## src/rtl/fir_out_quantizer_if.sv

```systemverilog
// Stream and status bundle between the FIR output quantizer and its neighbours.
// slave = quantizer side, master = producer/consumer side.
interface fir_out_quantizer_if #(
    parameter int IN_W  = 38,
    parameter int OUT_W = 16,
    parameter int DEPTH = 8
);
    logic                         in_valid;
    logic signed [IN_W-1:0]       in_data;
    logic                         out_valid;
    logic                         out_ready;
    logic signed [OUT_W-1:0]      out_data;
    logic [$clog2(DEPTH):0]       fifo_level;
    logic                         overflow;
    logic                         ovf_clr;

    modport slave (
        input  in_valid, in_data, out_ready, ovf_clr,
        output out_valid, out_data, fifo_level, overflow
    );

    modport master (
        output in_valid, in_data, out_ready, ovf_clr,
        input  out_valid, out_data, fifo_level, overflow
    );
endinterface

```

## src/rtl/fir_out_quantizer.sv

```systemverilog
// Round/scale/saturate the FIR result, then buffer in a DEPTH-entry show-ahead FIFO; 2-cycle latency.
// Input never stalls: a push into a full FIFO is dropped and flagged; FIRQ_SATCNT_EN adds sat_count.
module fir_out_quantizer #(
    parameter int IN_W  = 38,
    parameter int OUT_W = 16,
    parameter int SHIFT = 15,
    parameter int DEPTH = 8
) (
    input  logic                  clk,
    input  logic                  rst,
    fir_out_quantizer_if.slave    bus
`ifdef FIRQ_SATCNT_EN
    ,
    output logic [15:0]           sat_count
`endif
);
    localparam int AW    = $clog2(DEPTH);
    localparam int LVL_W = AW + 1;

    localparam logic signed [IN_W:0] RND  = {{IN_W{1'b0}}, 1'b1} << (SHIFT - 1);
    localparam logic signed [IN_W:0] MAXV = {{(IN_W-OUT_W+2){1'b0}}, {(OUT_W-1){1'b1}}};
    localparam logic signed [IN_W:0] MINV = {{(IN_W-OUT_W+2){1'b1}}, {(OUT_W-1){1'b0}}};
    localparam logic [AW-1:0]        PTR_ONE  = 1;
    localparam logic [LVL_W-1:0]     LVL_ONE  = 1;
    localparam logic [LVL_W-1:0]     FULL_LVL = LVL_W'(DEPTH);

    // Stage 1: one extra bit so the rounding add cannot wrap.
    logic signed [IN_W:0] in_ext;
    logic signed [IN_W:0] rnd_sum;
    logic signed [IN_W:0] r_d;
    logic signed [IN_W:0] r_q;
    logic                 s1_v_q;

    assign in_ext  = {bus.in_data[IN_W-1], bus.in_data};
    assign rnd_sum = in_ext + RND;
    assign r_d     = rnd_sum >>> SHIFT;

    always_ff @(posedge clk or negedge rst) begin
        if (!rst) begin
            r_q    <= '0;
            s1_v_q <= 1'b0;
        end else begin
            s1_v_q <= bus.in_valid;
            if (bus.in_valid) r_q <= r_d;
        end
    end

    // Stage 2: clamp into the OUT_W range.
    logic                    sat_hi;
    logic                    sat_lo;
    logic [OUT_W-1:0]        wr_dat;

    always_comb begin
        sat_hi = (r_q > MAXV);
        sat_lo = (r_q < MINV);
        wr_dat = r_q[OUT_W-1:0];
        if (sat_hi)      wr_dat = MAXV[OUT_W-1:0];
        else if (sat_lo) wr_dat = MINV[OUT_W-1:0];
    end

    // FIFO
    logic [OUT_W-1:0]  mem_q [DEPTH];
    logic [AW-1:0]     wr_ptr_q, wr_ptr_d;
    logic [AW-1:0]     rd_ptr_q, rd_ptr_d;
    logic [LVL_W-1:0]  level_q, level_d;
    logic              ovf_q, ovf_d;
    logic              push, pop, full, do_wr, drop;

    assign push  = s1_v_q;
    assign pop   = bus.out_valid & bus.out_ready;
    assign full  = (level_q == FULL_LVL);
    assign do_wr = push & (~full | pop);
    assign drop  = push & full & ~pop;

    always_comb begin
        wr_ptr_d = wr_ptr_q;
        rd_ptr_d = rd_ptr_q;
        level_d  = level_q;
        if (do_wr) wr_ptr_d = wr_ptr_q + PTR_ONE;
        if (pop)   rd_ptr_d = rd_ptr_q + PTR_ONE;
        if (do_wr && !pop)      level_d = level_q + LVL_ONE;
        else if (!do_wr && pop) level_d = level_q - LVL_ONE;
        // A drop in the same cycle as a clear leaves the flag set.
        ovf_d = ovf_q;
        if (drop)             ovf_d = 1'b1;
        else if (bus.ovf_clr) ovf_d = 1'b0;
    end

    always_ff @(posedge clk or negedge rst) begin
        if (!rst) begin
            wr_ptr_q <= '0;
            rd_ptr_q <= '0;
            level_q  <= '0;
            ovf_q    <= 1'b0;
        end else begin
            wr_ptr_q <= wr_ptr_d;
            rd_ptr_q <= rd_ptr_d;
            level_q  <= level_d;
            ovf_q    <= ovf_d;
        end
    end

    always_ff @(posedge clk) begin
        if (do_wr) mem_q[wr_ptr_q] <= wr_dat;
    end

    assign bus.out_valid  = (level_q != '0);
    assign bus.out_data   = bus.out_valid ? mem_q[rd_ptr_q] : '0;
    assign bus.fifo_level = level_q;
    assign bus.overflow   = ovf_q;

`ifdef FIRQ_SATCNT_EN
    logic        sat;
    logic [15:0] sat_cnt_q, sat_cnt_d;

    assign sat = sat_hi | sat_lo;

    always_comb begin
        sat_cnt_d = sat_cnt_q;
        if (push && sat && sat_cnt_q != 16'hFFFF) sat_cnt_d = sat_cnt_q + 16'd1;
    end

    always_ff @(posedge clk or negedge rst) begin
        if (!rst) sat_cnt_q <= '0;
        else      sat_cnt_q <= sat_cnt_d;
    end

    assign sat_count = sat_cnt_q;
`endif
endmodule

```

## src/flat_wrapper.sv

```systemverilog
// flat-port wrapper written by rule: the top's interface ports become plain ports
module fir_out_quantizer_flat 
#(
    parameter int IN_W  = 38,
    parameter int OUT_W = 16,
    parameter int SHIFT = 15,
    parameter int DEPTH = 8
)
  (clk, rst, bus_in_valid, bus_in_data, bus_out_ready, bus_ovf_clr, bus_out_valid, bus_out_data, bus_fifo_level, bus_overflow);
  fir_out_quantizer_if #(.IN_W(IN_W), .OUT_W(OUT_W), .DEPTH(DEPTH)) bus_i ();
  input  logic clk;
  input  logic rst;
  input wire logic [$bits(bus_i.in_valid)-1:0] bus_in_valid;
  input wire logic [$bits(bus_i.in_data)-1:0] bus_in_data;
  input wire logic [$bits(bus_i.out_ready)-1:0] bus_out_ready;
  input wire logic [$bits(bus_i.ovf_clr)-1:0] bus_ovf_clr;
  output wire logic [$bits(bus_i.out_valid)-1:0] bus_out_valid;
  output wire logic [$bits(bus_i.out_data)-1:0] bus_out_data;
  output wire logic [$bits(bus_i.fifo_level)-1:0] bus_fifo_level;
  output wire logic [$bits(bus_i.overflow)-1:0] bus_overflow;
  assign bus_i.in_valid = bus_in_valid;
  assign bus_i.in_data = bus_in_data;
  assign bus_i.out_ready = bus_out_ready;
  assign bus_i.ovf_clr = bus_ovf_clr;
  assign bus_out_valid = bus_i.out_valid;
  assign bus_out_data = bus_i.out_data;
  assign bus_fifo_level = bus_i.fifo_level;
  assign bus_overflow = bus_i.overflow;
  fir_out_quantizer #(.IN_W(IN_W), .OUT_W(OUT_W), .SHIFT(SHIFT), .DEPTH(DEPTH)) u_core (.clk(clk), .rst(rst), .bus(bus_i));
endmodule
```

## config.mk

```make
export PLATFORM = sky130hd
export DESIGN_NAME = fir_out_quantizer_flat
export DESIGN_NICKNAME = d
export VERILOG_FILES = /design/src/rtl/fir_out_quantizer_if.sv /design/src/rtl/fir_out_quantizer.sv /design/src/flat_wrapper.sv
export SDC_FILE = /design/constraint.sdc
export NUM_CORES = 1
export LEC_CHECK = 0
export CAP_MARGIN = 20
export CORE_AREA = 2 2 122 124
export DETAILED_ROUTE_END_ITERATION = 7
export DIE_AREA = 0 0 124 126
export HOLD_SLACK_MARGIN = 0.05
export PLACE_DENSITY = 0.71
export SLEW_MARGIN = 20
export SYNTH_ARGS = -nofsm -noshare
export SYNTH_HDL_FRONTEND = slang
export SYNTH_SLANG_ARGS = --single-unit
```

## constraint.sdc

```tcl
create_clock -name clk -period 2.55 [get_ports clk]
set_clock_uncertainty 0.15 [all_clocks]
set_input_delay 0.51 -clock clk [delete_from_list [all_inputs] [get_ports clk]]
set_output_delay 0.51 -clock clk [all_outputs]
set_load 0.05 [all_outputs]
```

Yosys cells after proc, flatten, opt, wreduce, memory -nomap -nowiden
Memory sizes are Yosys's and may differ from the RTL's.
Index checks and enable logic that the tools add are counted.
{"block": "word_totals", "in_bits": 43, "n_memories": 1, "register_bits": 36, "mem_bits_rw": 128, "output_inout_bits": 22}
{"block": "classes", "muxes": 9, "eq_ne": 1, "add_sub_neg": 5, "order_cmp": 2, "n_reduce_logical": 7, "bitwise": 7}
{"memory": "u_core.mem_q", "depth": 8, "word_bits": 16, "read_ports": 1, "rd_clocked_by_memory_dff": 0, "wr": 1, "line": "fir_out_quantizer.sv:62", "rtl": "logic [OUT_W-1:0] mem_q [DEPTH];"}
{"op": "$mux 16", "count": 3}
{"op": "$add 38x16->39 const B", "count": 1}
{"op": "$gt 24x16->1 const B", "count": 1}
{"op": "$lt 24x16->1 const B", "count": 1}
{"op": "$mux 4", "count": 2}
{"op": "$add 3x1->3 const B", "count": 2}
{"op": "$add 4x1->4 const B", "count": 1}
{"op": "$and 1x1->1", "count": 4}
{"op": "$eq 4x4->1 const B", "count": 1}
{"op": "$mux 1", "count": 4}
{"op": "$reduce_bool 2->1", "count": 2}
{"op": "$reduce_bool 4->1", "count": 1}
{"op": "$sub 4x1->4 const B", "count": 1}
{"op": "$logic_and 1x1->1", "count": 2}
{"op": "$logic_not 1->1", "count": 2}
{"op": "$not 1->1", "count": 2}
{"op": "$or 1x1->1", "count": 1}

Longest topological paths before layout
{"block": "logic_depth", "depth_word": 8, "ltp_mapped": 11, "depth_no_buf": 11}

Least setup slack after synthesis
Ideal clock, no wire load.
{"block": "synth_timing", "path_kind": "register to register", "from": "register u_core.level_q[0] (netlist: u_core.bus.fifo_level[0])", "to": "register u_core.level_q[3] (netlist: u_core.bus.fifo_level[3])", "path_buffers": 0, "required_ps": 2264, "path_slack_ps": -768, "setup_time_ps": 136, "period_less_slack_ps": 3318, "path_stages_with_launch": 11, "arrival_time_ps": 3032, "cell_sequence": "dfrtp_1 -> or3_1 -> nor2_2 -> inv_1 -> nand2_1 -> ha_1 -> inv_1 -> ha_1 -> a21o_1 -> a2111oi_0 -> o31ai_1"}
{"block": "synth_between", "elab_chain_len": 7}
{"element": "from (decl)", "line": "fir_out_quantizer.sv:65", "rtl": "logic [LVL_W-1:0] level_q, level_d;"}
{"element": "from (signal assigned)", "line": "fir_out_quantizer.sv:98", "rtl": "level_q <= level_d;"}
{"element": "$reduce_bool 4->1 *", "line": "fir_out_quantizer.sv:107", "rtl": "assign bus.out_valid = (level_q != '0);"}
{"element": "net bus_out_valid", "line": "flat_wrapper.sv:17", "rtl": "output wire logic [$bits(bus_i.out_valid)-1:0] bus_out_valid;"}
{"element": "$and 1x1->1 *", "line": "fir_out_quantizer.sv:70", "rtl": "assign pop = bus.out_valid & bus.out_ready;"}
{"element": "$or 1x1->1", "line": "fir_out_quantizer.sv:72", "rtl": "assign do_wr = push & (~full | pop);"}
{"element": "$and 1x1->1", "line": "fir_out_quantizer.sv:72"}
{"element": "$logic_not 1->1", "line": "fir_out_quantizer.sv:82", "rtl": "else if (!do_wr && pop) level_d = level_q - LVL_ONE;"}
{"element": "$logic_and 1x1->1", "line": "fir_out_quantizer.sv:82"}
{"element": "$reduce_bool 2->1 (no source line)"}
The timed path passes the listed nets; every way through them passes the cells marked *. The select of a mux whose other input is x is not followed.
A chain may end at the register's enable or synchronous reset.

Worst setup path in the final report
{"block": "layout_timing", "from": "register u_core.rd_ptr_q[0]", "to": "output port bus_out_data[11]"}
{"block": "layout_between", "elab_chain_len": 2}
{"element": "from (decl)", "line": "fir_out_quantizer.sv:64", "rtl": "logic [AW-1:0] rd_ptr_q, rd_ptr_d;"}
{"element": "from (signal assigned)", "line": "fir_out_quantizer.sv:97", "rtl": "rd_ptr_q <= rd_ptr_d;"}
{"element": "$mem_v2 8x16"}
{"element": "$mux 16", "line": "fir_out_quantizer.sv:108", "rtl": "assign bus.out_data = bus.out_valid ? mem_q[rd_ptr_q] : '0;"}
{"element": "to (decl)", "line": "flat_wrapper.sv:18", "rtl": "output wire logic [$bits(bus_i.out_data)-1:0] bus_out_data;"}
No other way between the ends.

==> impl_results.html <==
<table>
<tr><th>Metric</th><th>Value</th></tr>
<tr><th colspan="2">Floorplanning</th></tr>
<tr><td>Placement row count</td><td>44</td></tr>
<tr><td>Chip height</td><td>approximately 130 µm</td></tr>
<tr><td>Initial core utilization</td><td>between 40% and 50%</td></tr>
<tr><td>IO Count</td><td>65</td></tr>
<tr><td>Chip width</td><td>approximately 120 µm</td></tr>
<tr><td>Core Region</td><td>14300 µm²</td></tr>
<tr><td>Area of the die</td><td>around 16000 µm²</td></tr>
<tr><th colspan="2">Clock network</th></tr>
<tr><td>Clk sink count</td><td>between 150 and 200</td></tr>
<tr><td>Maximum count of clock buffers along a single path</td><td>2</td></tr>
<tr><td>TritonCTS Buffers</td><td>17</td></tr>
<tr><td>TritonCTS clock tree</td><td>yes</td></tr>
<tr><td>Clock transition at the registers of the reported paths</td><td>0.06 ns</td></tr>
<tr><td>Clock latency on the worst-skew pair</td><td>roughly 0.4 ns</td></tr>
<tr><td>Number of levels in the clock H-tree</td><td>4</td></tr>
<tr><td>Clock root buffer</td><td>clkbuf_16</td></tr>
<tr><th colspan="2">Cells and area</th></tr>
<tr><td>Cell area after layout</td><td>between 8000 and 9000 µm²</td></tr>
<tr><td>Final #Nets</td><td>581</td></tr>
<tr><td>Total inserted antenna cells</td><td>0</td></tr>
<tr><td>Layout area overhead</td><td>27.7%</td></tr>
<tr><td>Share of layout cells above drive strength 1</td><td>around a third</td></tr>
<tr><th colspan="2">Power</th></tr>
<tr><td>Part of the total power dissipated in sequential elements</td><td>between 30% and 40%</td></tr>
<tr><td>Largest vdd supply drop</td><td>765 µV</td></tr>
<tr><td>Internal power of the cells</td><td>roughly 0.007 W</td></tr>
<tr><td>Power per cell area</td><td>roughly 1200 nW/µm²</td></tr>
<tr><td>Combinational share of power</td><td>about two fifths</td></tr>
<tr><td>Clock network fraction of design power</td><td>about a quarter</td></tr>
<tr><td>Switching portion of total power</td><td>a little over a third</td></tr>
<tr><td>Net switching power</td><td>0.00372 W</td></tr>
<tr><td>Static Leakage</td><td>about 3.1 nW</td></tr>
<tr><th colspan="2">GRT</th></tr>
<tr><td>Via count of the first global-routing pass</td><td>between 4000 and 5000</td></tr>
<tr><td>Sum of overflow across all layers after global routing</td><td>0</td></tr>
<tr><td>Total global routing track utilization</td><td>approximately a fifth</td></tr>
<tr><td>Global-route wire length before repair</td><td>21.6 mm</td></tr>
<tr><td>Largest net degree at the start of global routing</td><td>37</td></tr>
<tr><td>Number of antenna violations at the first check in global routing</td><td>0</td></tr>
<tr><th colspan="2">Worst setup path</th></tr>
<tr><td>Worst R2R Setup Slack</td><td>~0.03 ns</td></tr>
<tr><td>Buffers &amp; Inverters on Critical Path</td><td>2</td></tr>
<tr><td>Top Family by Delay on Critical Path</td><td>multiplexers</td></tr>
<tr><td>CP max stage cell</td><td>mux4_2</td></tr>
<tr><td>Startpoint-to-endpoint class of the critical path</td><td>reg -&gt; out</td></tr>
<tr><td>Largest stage delay on the critical path</td><td>0.55 ns</td></tr>
<tr><td>Highest net fanout along the worst path</td><td>14</td></tr>
<tr><td>Setup crit start kind</td><td>flop</td></tr>
<tr><td>Kind of capture point of the worst setup path</td><td>output pin</td></tr>
<tr><td>Worst Path Required</td><td>~1.9 ns</td></tr>
<tr><td>Cell chain of the critical path</td><td>buf_12 -&gt; mux4_2 -&gt; mux2i_4 -&gt; nor2_2 -&gt; buf_6</td></tr>
<tr><td>Crit path DAT</td><td>between 1.5 and 2 ns</td></tr>
<tr><th colspan="2">Logic synthesis</th></tr>
<tr><td>Flop and latch count out of synthesis</td><td>~160</td></tr>
<tr><td>Number of nets produced by synthesis</td><td>490</td></tr>
<tr><td>Number of warnings printed during yosys synthesis</td><td>0</td></tr>
<tr><td>Cells after synthesis</td><td>440</td></tr>
<tr><td>Distinct cell type count after synthesis</td><td>41</td></tr>
<tr><td>Mean Syn Cell Area</td><td>roughly 16 µm²</td></tr>
<tr><td>Netlist area before placement</td><td>between 7000 and 8000 µm²</td></tr>
<tr><td>Part of the Yosys area used for sequential elements</td><td>67.7%</td></tr>
<tr><th colspan="2">Worst hold path</th></tr>
<tr><td>Worst min-delay path class</td><td>reg -&gt; reg</td></tr>
<tr><th colspan="2">Route</th></tr>
<tr><td>Number of vias in the routed layout</td><td>roughly 4000</td></tr>
<tr><td>Detailed-router iteration count before antenna repair</td><td>4</td></tr>
<tr><td>First DRT Iteration DRCs</td><td>around 260</td></tr>
<tr><td>Total DRC errors in the routed layout</td><td>0</td></tr>
<tr><td>Routed wire length per instance</td><td>between 15 and 20 µm</td></tr>
<tr><td>Final routed wirelength across all metal layers</td><td>approximately 13 mm</td></tr>
<tr><td>Via density per instance</td><td>roughly 5.5</td></tr>
<tr><td>Post-detailed-route count of antenna-violating nets</td><td>0</td></tr>
<tr><th colspan="2">Run status</th></tr>
<tr><td>Status</td><td>finished, violations left</td></tr>
<tr><td>Failing checks</td><td>setup timing</td></tr>
<tr><th colspan="2">Timing</th></tr>
<tr><td>Max Slew Vio Count</td><td>0</td></tr>
<tr><td>Highest clock frequency the design can meet</td><td>between 0.3 and 0.4 GHz</td></tr>
<tr><td>Number of endpoints with negative hold slack in the final report</td><td>0</td></tr>
<tr><td>Post-layout minimum cycle time</td><td>between 2 and 3 ns</td></tr>
<tr><td>Final setup margin</td><td>-0.0751 ns</td></tr>
<tr><td>Unrepaired setup endpoints after global routing</td><td>true</td></tr>
<tr><td>Setup violators final</td><td>15</td></tr>
<tr><td>Worst-margin pin slew</td><td>about 0.78 ns</td></tr>
<tr><td>Fin crit share</td><td>103%</td></tr>
<tr><td>Total negative slack for setup checks</td><td>-0.626 ns</td></tr>
<tr><td>Headroom to the max-slew limit</td><td>a little under half</td></tr>
<tr><th colspan="2">Placed design</th></tr>
<tr><td>Buffers added on ports</td><td>50</td></tr>
<tr><td>Routability congestion estimate from global placement</td><td>approximately 0.82</td></tr>
<tr><td>Post-detailed-placement half-perimeter wirelength</td><td>about 8.5 mm</td></tr>
<tr><td>Post-detailed-placement cell area</td><td>approximately 8000 µm²</td></tr>
<tr><th colspan="2">Job</th></tr>
<tr><td>Count of maximum capacitance violations</td><td>0</td></tr>
</table>
==> final timing paths <==
| check | to | from | cells past startpoint |
|---|---|---|---|
| setup reg to reg | u_core.bus.fifo_level[3] | u_core.bus.fifo_level[0] | 10 |
| hold reg to reg | u_core.r_q[5] | u_core.r_q[5] | 2 |
| hold / removal | u_core.r_q[5] | u_core.r_q[5] | 2 |
| setup / recovery | bus_out_data[11] | u_core.rd_ptr_q[0] | 5 |
| min in group asynchronous | u_core.r_q[23] | rst | 2 |
| max in group asynchronous | u_core.rd_ptr_q[0] | rst | 2 |
==> Yosys cell counts, drive strengths merged <==
| master | instances | area, µm² |
|---|---|---|
| o32ai | 1 | 8.76 |
| nand2 | 10 | 37.5 |
| and2 | 1 | 6.26 |
| o31ai | 2 | 15.0 |
| inv | 13 | 48.8 |
| a31oi | 11 | 68.8 |
| o21a | 16 | 120 |
| nand3 | 8 | 52.6 |
| nor4 | 6 | 58.8 |
| a2111oi | 1 | 8.76 |
| mux2i | 17 | 170 |
| nand4 | 10 | 62.6 |
| a21o | 3 | 22.5 |
| xnor2 | 15 | 131 |
| fa | 1 | 20.0 |
| or4 | 1 | 7.51 |
| nand3b | 3 | 22.5 |
| o21ai | 3 | 15.0 |
| a31o | 4 | 35.0 |
| xor2 | 3 | 26.3 |
| a21bo | 3 | 30.0 |
| ha | 6 | 75.1 |
| dfrtp | 36 | 901 |
| mux2 | 5 | 56.3 |
| or3 | 2 | 12.5 |
| nand2b | 4 | 25.0 |
| and4 | 2 | 17.5 |
| clkbuf | 14 | 52.6 |
| nor3 | 8 | 40.0 |
| mux4 | 32 | 721 |
| nor2 | 48 | 183 |
| buf | 7 | 30.0 |
| edfxtp | 128 | 3840 |
| and3 | 2 | 12.5 |
| a21oi | 14 | 70.1 |
==> power groups by stage <==
| stage | clock network, W | logic (W) | registers (W) |
|---|---|---|---|
| 2_1_floorplan | 0 | 0.00272 | 0.00372 |
| 3_3_place_gp | 0 | 0.00406 | 0.00362 |
| 3_5_place_dp | 0 | 0.00411 | 0.00365 |
| 4_1_cts | 0.00271 | 0.00439 | 0.00361 |
| 5_1_grt | 0.00281 | 0.00475 | 0.00365 |
| 6_report | 0.00266 | 0.00445 | 0.00360 |
==> registers in the layout (all words and copies together) (netlist names) <==
name / count
u_core.push: 1
u_core.rd_ptr_q: 3
u_core.mem_q: 128
u_core.bus.overflow: 1
u_core.bus.fifo_level: 4
u_core.wr_ptr_q: 3
u_core.r_q: 24
==> metal layers <==
| layer | global-route usage, % | wire, µm |
|---|---|---|
| met1 | 24.5 | 5660 |
| met2 | 31.2 | 6840 |
| met3 | 4.17 | 655 |
| met4 | 5.62 | 109 |
| met5 | 0 | 0 |
==> worst reg2reg max path: cells and delay by family (launching register included) <==
kind                       cells  cell delay [ns]
AOI/OAI and AO/OA              3             0.65
adders and majority gates      2             0.34
and+or+nand+nor                3             0.66
DFF                            1             0.40
buffers and inverters          2             0.19
==> cells in the final DEF, fill, tap and decap left out, types with 3 or more instances in the layout <==
| master | count |
|---|---|
| ha_1 | 3 |
| mux2i_2 | 3 |
| inv_1 | 11 |
| mux4_2 | 32 |
| xor2_1 | 3 |
| nand2_1 | 9 |
| clkdlybuf4s50_1 | 32 |
| buf_4 | 29 |
| nor2_2 | 9 |
| edfxtp_1 | 128 |
| a21oi_1 | 12 |
| bufinv_16 | 4 |
| inv_6 | 3 |
| clkinv_4 | 3 |
| dfrtp_1 | 32 |
| nand3_1 | 7 |
| buf_6 | 18 |
| nand3b_1 | 3 |
| xnor2_1 | 15 |
| nand2b_1 | 4 |
| dfrtp_2 | 4 |
| nor4_1 | 4 |
| a31oi_1 | 11 |
| buf_12 | 12 |
| clkbuf_16 | 17 |
| o21a_1 | 16 |
| a31o_2 | 4 |
| a21bo_2 | 3 |
| nor2_1 | 38 |
| nor3_2 | 3 |
| nand4_1 | 10 |
| mux2_2 | 5 |
| mux2i_1 | 12 |
| nor3_1 | 5 |
| clkinvlp_4 | 5 |
==> area by class of cell <==
| type | count | area [µm²] |
|---|---|---|
| clock buffer | 18 | 429 |
| clock inverter | 14 | 203 |
| fill | 1068 | 5370 |
| inverter | 13 | 55.1 |
| multi-input combinational | 242 | 2280 |
| sequential | 164 | 4750 |
| tap | 184 | 230 |
| timing repair buffer | 93 | 996 |
==> cells by family (layout without fill, tap and decap cells) <==
| family | after synthesis | after routing | share of synthesized area (%) |
|---|---|---|---|
| xor gates and xnor gates | 18 | 18 | 2.25 |
| buffers and inverters | 34 | 138 | 1.87 |
| AOI/OAI and AO/OA | 58 | 58 | 5.62 |
| DFF | 164 | 164 | 67.7 |
| adders and majority gates | 7 | 7 | 1.36 |
| and+or+nand+nor | 105 | 105 | 7.68 |
| muxes | 54 | 54 | 13.5 |
==> timing repair <==
| item | in CTS | in global routing |
|---|---|---|
| setup buffers | 0 | 4 |
| pin swaps | 0 | 5 |
| gates resized for setup | 22 | 7 |
| endpoints found under the hold margin | 16 | 0 |
| setup endpoints to repair | 16 | 18 |
| hold buffers | 1 | 0 |
==> stage by stage <==
stage                     setup slack [ns]  utilization (%)  total power (W)  instances  hold slack (ns)
after detailed placement            -0.138             56.9          0.00777        691            0.357
after floorplan                     -0.381                -          0.00644        440           0.0644
after CTS                           -0.117             61.9           0.0107        724            0.382
final                              -0.0751             62.5           0.0107        728            0.377
after global routing                -0.170             62.5           0.0112        728            0.396
after global placement             -0.0871             56.9          0.00768        691            0.354
Power figures use the tool's default switching activity.
